`config.mk`:
```
export PLATFORM = sky130hd
export DESIGN_NAME = settle_timer
export DESIGN_NICKNAME = d
export VERILOG_FILES = /design/src/rtl/tt_response_checker_settle_timer.sv
export SDC_FILE = /design/constraint.sdc
export NUM_CORES = 1
export LEC_CHECK = 0
export BUFFER_PORTS_ARGS = -buffer_cell sky130_fd_sc_hd__buf_2
export CAP_MARGIN = 20
export CORE_MARGIN = 2
export CORE_UTILIZATION = 35
export DETAILED_ROUTE_END_ITERATION = 7
export MAX_ROUTING_LAYER = met4
export PLACE_DENSITY_LB_ADDON = 0.08
export SETUP_SLACK_MARGIN = 0.02
export SKIP_LAST_GASP = 1
export SYNTH_ARGS = -nofsm -noshare
export SYNTH_HDL_FRONTEND = slang
export SYNTH_SLANG_ARGS = --single-unit
```
`constraint.sdc`:
```
create_clock -name clk -period 2.47 [get_ports clk]
set_input_delay 0.1235 -clock clk [delete_from_list [all_inputs] [get_ports clk]]
set_output_delay 0.1235 -clock clk [all_outputs]
set_load 0.02 [all_outputs]
```
`src/rtl/tt_response_checker_settle_timer.sv`:
```
// Loadable down-counter: clear loads LOAD, en counts down to zero and stops.
module settle_timer #(
  parameter int W    = 8,
  parameter int LOAD = 3
) (
  input  logic clk,
  input  logic rst,
  input  logic clear_i,
  input  logic en_i,
  output logic expired_o
);

  logic [W-1:0] cnt_q;

  always_ff @(posedge clk) begin
    if (rst) begin
      cnt_q <= '0;
    end else if (clear_i) begin
      cnt_q <= W'(LOAD);
    end else if (en_i && (cnt_q != '0)) begin
      cnt_q <= cnt_q - W'(1);
    end
  end

  assign expired_o = (cnt_q == '0);

endmodule

```
# ---- Yosys cells after proc, flatten, opt, wreduce, memory -nomap -nowiden
# Index checks and enable logic that the tools add are counted.
dict set report word_totals {
  reg_bits 8
  output_inout_bits 1
  input_bits 4
  elab_cells 10
}
dict set report op_classes {
  n_addsub 1
  n_reduce_logical 5
  n_mux 2
}
# operator count
set ops {}
lappend ops {{logical NOT 8 bit} 1}
lappend ops {{nonzero test 8 bit} 1}
lappend ops {{subtractor 8 x 1 -> 8 bit, second input constant} 1}
lappend ops {{two-way mux 2 bit} 2}
lappend ops {{nonzero test 2 bit} 1}
lappend ops {{OR reduction 2 bit} 1}
lappend ops {{logical AND 1 bit} 1}

# ---- Longest topological paths before layout
# Gate-level depths: netlist (run 1).
dict set report logic_depth {
  ltp_word 4
  depth_mapped 5
  mapped_depth_nobuf 5
}

# ---- Least setup slack after synthesis (run 1)
# OpenSTA, ideal clock, no wires.
dict set report synth_path {
  kind {flip-flop to flip-flop}
  start {register cnt_q[0]}
  end {register cnt_q[4]}
  stages_incl_launch_ff 6
  synth_period_minus_slack_ns 1.705
  setup_slack_ns 0.765
  setup_ns 0.121
  required_time_ns 2.349
  arrival_ns 1.584
  path_buffers 0
  cell_sequence {dfxtp_1 inv_1 ha_1 nor3b_1 a2111oi_0 mux2_2}
}
dict set report synth_via {
  elab_chain_len 2
  elab_cells_between_ends 3
  cone_classes {add/sub (1); reduce/logical (2)}
}
# element line
set synth_lines {}
lappend synth_lines {{start: declaration} 13} ;# logic [W-1:0] cnt_q;
lappend synth_lines {{start signal: assignment} 19} ;# cnt_q <= W'(LOAD);
lappend synth_lines {{start signal: assignment} 21} ;# cnt_q <= cnt_q - W'(1);
lappend synth_lines {{branches (longest 2 deep; another with subtractor 8 x 1 -> 8 bit)} n/a}
# Several ways; the timed one is not identified.
# A chain may end at the register's enable or synchronous reset.

# ---- Final worst setup path (run 1)
# Ends and elaborated chain as after synthesis.

==> metrics.yaml, run 1 <==
rsz0062_at_grt: "false"
slowest_stage: "a2111oi_0"
wl_per_cell_um: 11.7
avgSynthCellArea_um2: 8.41
period_share_pct: 74.5
arrival_ns: 1.98
fin_util_pct: 44.2
p_leak_nw: 0.192
synth_simple_gate_area_share_pct: 31.1
routed_wl_um: 863
clock_path_buffers: 2
path_clk_slew_ns: 0.05
synth_area_um2: 454
seq_area_frac_synth_pct: 35.3
yosysMostFrequentCell: "dfxtp_1"
port_buffers: 4
path_class: "flip-flop to flip-flop"
ys_top_cells_by_count: "dfxtp_1, a21oi_1, nor2_1"
hp-class: "input port to flip-flop"
cts_tree: "built"
regArea_um2: 160
worstPathRequired_ns: 2.61
p_per_area_mw_per_mm2: 630
largest_register_ffs: 8
drc: 0
global_route.overflow_total: 0
hold_viol: 0
viasPerCell: 5.43
dp_cells: 71
crit_buf_inv: 1
min_period_ns: 1.84
start_kind: "flip-flop"
fmax_mhz: 544
num_vias: 402
synth_top_family_by_area: "simple AND/OR/NAND/NOR gates"
drtIter0Drc: 17
ctsRootBufferMaster: "clkbuf_4"
synthTopCellsByArea: "dfxtp_1, a21oi_1, ha_1"
crit_family: "compound AO/OA/AOI/OAI gates"
grt_max_degree: 8
num-fill-cells: 111
final_net_count: 68
gp_congestion: 0.784
n_antenna_cell: 0
status: "finished, final reports clean"
antenna_found_initial: 0
cap_violations: 0
final_cell_count_no_fill: 74
syn_inst: 54
vdd_drop_max_v: 0.000307
syn_to_final_growth_pct: 12.4
dp_hpwl_um: 658
synth-compound-area-share_pct: 22.3
place_ws_ns: 0.609
synth_edf_count: 0
grt_pass1_vias: 363
rows: 12
cts_sinks: 8
die_h_um: 40.0
dieArea_mm2: 0.00160
ant_nets: 0
cts-buffers-inserted: 3
coreArea_mm2: 0.00116
pin_count: 5
clock_latency_ns: 0.26
ys_warn_count: 0
drv_slew: 0
max_stage_delay_ns: 0.47
yosys_register_bits: 8
synthMuxAreaShare_pct: 2.48
cts_resized: 0
grt_pass1_wl_um: 1440
skew_ns: 0.00925
finalWorstSetupSlack_ns: 0.630
cp_max_fo: 7
synth.distinct_cells: 23
setup_viol: 0
ys.flop_type: "dfxtp_1"
synthAdderAreaFrac_pct: 5.51
firstDrtPassIters: 4
relSlewSlack_pct: 55.2
end_kind: "flip-flop"
cts_max_level: 1
start_util_pct: 39.3
synth_area_leader_cell: "dfxtp_1"
globalRouteTotalUtil_pct: 14.9
drive_gt1_share_pct: 20.0
fin_setup_tns_ns: 0
worstPathCellList: "inv_1 -> ha_1 -> nor3b_1 -> a2111oi_0 -> mux2_2"
top_regs: "cnt_q (8)"
synth_xor_xnor_area_share_pct: 0
post-cts-setup-buffer-count: 0
worst_pin_slew_ns: 0.671
synth_top_area_share_pct: 35.3
cts_hold_buf: 0
largest-register: "cnt_q"
multi_input_area_um2: 279
syn_nets: 60
die_w_um: 40.0
async_flop_share_pct: 0
-- per-layer routing --
layer  up-vias  track usage (%)  wire length (µm)
met1       174             15.5               420
met2        10             22.2               392
met5         -                -                 0
li1        218                -                 -
met4         0             5.17                 0
met3         0             10.0                50
-- cell families (layout without fill, tap and decap cells) --
group / after synthesis / count (layout)
and+or+nand+nor: 23 / 23
AOI/OAI and AO/OA: 16 / 16
DFF: 8 / 8
buffers and inverters: 4 / 10
adders and majority gates: 2 / 2
muxes: 1 / 1
-- placed cells by master (no fill, tap or decap), drive strengths merged, types with 3 or more instances in the layout --
cell / instances
nand2: 3
a21oi: 7
nor2: 6
dfxtp: 8
clkbuf: 3
buf: 4
inv: 3
or4: 3
o21ai: 3
-- final timing paths --
check | start | end | slack, ns | cells after the start
min | rst | cnt_q[1]$_SDFFE_PP0P_ | 0.06 | 2
max | cnt_q[0]$_SDFFE_PP0P_ | cnt_q[4]$_SDFFE_PP0P_ | 0.63 | 5
min reg2reg | cnt_q[7]$_SDFFE_PP0P_ | cnt_q[7]$_SDFFE_PP0P_ | 0.49 | 2
max reg2reg | cnt_q[0]$_SDFFE_PP0P_ | cnt_q[4]$_SDFFE_PP0P_ | 0.63 | 5
-- stage by stage --
stage / hold WS [ns] / total power [mW] / cell area [µm²]
floorplan: 0.196 / 0.205 / 454
global placement: 0.315 / 0.226 / 488
detailed placement: 0.322 / 0.224 / 488
CTS: 0.0558 / 0.327 / 510
global route: 0.0570 / 0.345 / 510
finish: 0.0609 / 0.321 / 510
-- power by group --
group / switching (mW) / leakage, nW / internal [mW]
Sequential: 0.00928 / 0.0654 / 0.137
Combinational: 0.0409 / 0.113 / 0.0333
Clock: 0.0449 / 0.0138 / 0.0556
-- final cells by class --
class	instances	area share [%]
inverters	3	2.21
well taps	14	3.43
multi-input cells	42	54.7
repair buffers	4	3.92
clock buffers	3	4.41
flip-flops and latches	8	31.4
No activity file was read; power rests on OpenSTA's default activity.
==> inputs of run 2 (changes only) <==
- clock period: 2.47 -> 1.8 ns (I/O delays scaled with it)
==> run 2 against run 1 <==
Against the previous run:
- sequential power is 36% higher
- sequential cell count unchanged
- global-route usage grew 1.5 points
==> metrics.yaml, run 2 (synthesized netlist as in run 1, its figures left out) <==
cts_tree: "built"
reg2reg_depth: 5
power_frac_seq_pct: 42.3
combPwrFrac_pct: 26.9
hp-class: "input port to flip-flop"
internal_power_uw: 329
switchingPower_uw: 144
min_period_ns: 1.70
cts_sinks: 8
start_kind: "flip-flop"
top_regs: "cnt_q (8)"
wl_per_cell_um: 12.4
ctsRootBufferMaster: "clkbuf_4"
relSlewSlack_pct: 68.5
drtIter0Drc: 6
dp_cells: 74
routed_wl_um: 952
final_cell_mix: "dfxtp_1, a21oi_1, nor2_1"
global_route.overflow_total: 0
coreArea_mm2: 0.00116
period_share_pct: 94.4
largest_register_ffs: 8
largest-register: "cnt_q"
fmax_mhz: 589
ant_nets: 0
gp_congestion: 0.778
p_total_uw: 473
dieArea_mm2: 0.00160
arrival_ns: 1.61
clkPwrFrac_pct: 30.7
final_cell_count_no_fill: 77
skew_ns: 0.00272
fin_setup_tns_ns: 0
rr_endpoint: "cnt_q[4]$_SDFFE_PP0P_"
drive_gt1_share_pct: 27.0
grt_pass1_wl_um: 1640
final_net_count: 71
p_per_area_mw_per_mm2: 866
drc: 0
drv_slew: 0
ff2ff_setup_slack_ns: 0.12
end_kind: "primary output"
regToRegStartpoint: "cnt_q[0]$_SDFFE_PP0P_"
setup_viol: 0
start_util_pct: 39.3
crit_start: "cnt_q[0]$_SDFFE_PP0P_"
die_w_um: 40.0
rsz0062_at_grt: "true"
grt_pass1_vias: 386
grt_max_degree: 8
worst_pin_slew_ns: 0.469
cts_hold_buf: 0
antenna_found_initial: 0
cts_max_level: 1
status: "finished, final reports clean"
hold_viol: 0
n_antenna_cell: 0
globalRouteTotalUtil_pct: 16.4
num_vias: 433
endpoint: "expired_o"
cap_violations: 0
p_leak_nw: 0.213
worstPathRequired_ns: 1.71
pin_count: 5
viasPerCell: 5.62
clock_latency_ns: 0.26
place_area_um2: 510
syn_to_final_growth_pct: 20.1
port_buffers: 4
clock_path_buffers: 2
dp_hpwl_um: 700
final_common_cell: "dfxtp_1"
fin_util_pct: 47.2
path_clk_slew_ns: 0.06
final_area_um2: 546
switching_share_pct: 30.4
rows: 12
vdd_drop_max_v: 0.000304
firstDrtPassIters: 4
cts-buffers-inserted: 3
path_class: "flip-flop to primary output"
cp_max_fo: 3
die_h_um: 40.0
## run 2: metrics by stage
step | hold WS [ns] | setup slack (ns)
6_report | 0.00628 | 0.101
5_1_grt | 0.0230 | 0.00413
4_1_cts | 0.00860 | 0.0688
3_5_place_dp | 0.281 | 0.0776
3_3_place_gp | 0.278 | 0.115
2_1_floorplan | 0.163 | 0.0952
## run 2: power groups by stage
stage | Combinational [mW] | Clock [mW] | Sequential, mW
after floorplan | 0.0795 | 0 | 0.201
after global placement | 0.122 | 0 | 0.203
after detailed placement | 0.121 | 0 | 0.203
after CTS | 0.121 | 0.146 | 0.199
after global routing | 0.143 | 0.154 | 0.201
final | 0.127 | 0.145 | 0.200
## run 2: area by class of cell
type                       count  area (µm²)
fill                         105         611
multi-input combinational     42         289
sequential                     8         160
timing repair buffer           7        45.0
clock buffer                   3        22.5
tap                           14        17.5
inverter                       3        11.3
## run 2: critical path: stages (launching register included)
cell and delay [ns]:
dfxtp_1 0.31, inv_1 0.08, ha_1 0.17, or3b_2 0.46, nor2_1 0.16, buf_4 0.17
## run 2: layer usage
metal	up-vias	routed length (µm)	global-route usage, %
li1	224	-	-
met1	195	475	20.1
met2	9	415	23.0
met3	5	32	5.00
met4	0	28	10.3
met5	-	0	-
## run 2: worst min path at each step
stage	start	endpoint	slack, ns	cells after the start
floorplan	rst	cnt_q[1]$_SDFFE_PP0P_	0.16	1
global placement	rst	cnt_q[1]$_SDFFE_PP0P_	0.28	2
detailed placement	rst	cnt_q[1]$_SDFFE_PP0P_	0.28	2
CTS	rst	cnt_q[1]$_SDFFE_PP0P_	0.009	2
global route	rst	cnt_q[1]$_SDFFE_PP0P_	0.02	2
finish	rst	cnt_q[1]$_SDFFE_PP0P_	0.006	2
## run 2: repair_timing
item | CTS | global route
setup buffers | 0 | 0
endpoints found under the setup margin | 0 | 4
gates resized for setup | 0 | 4
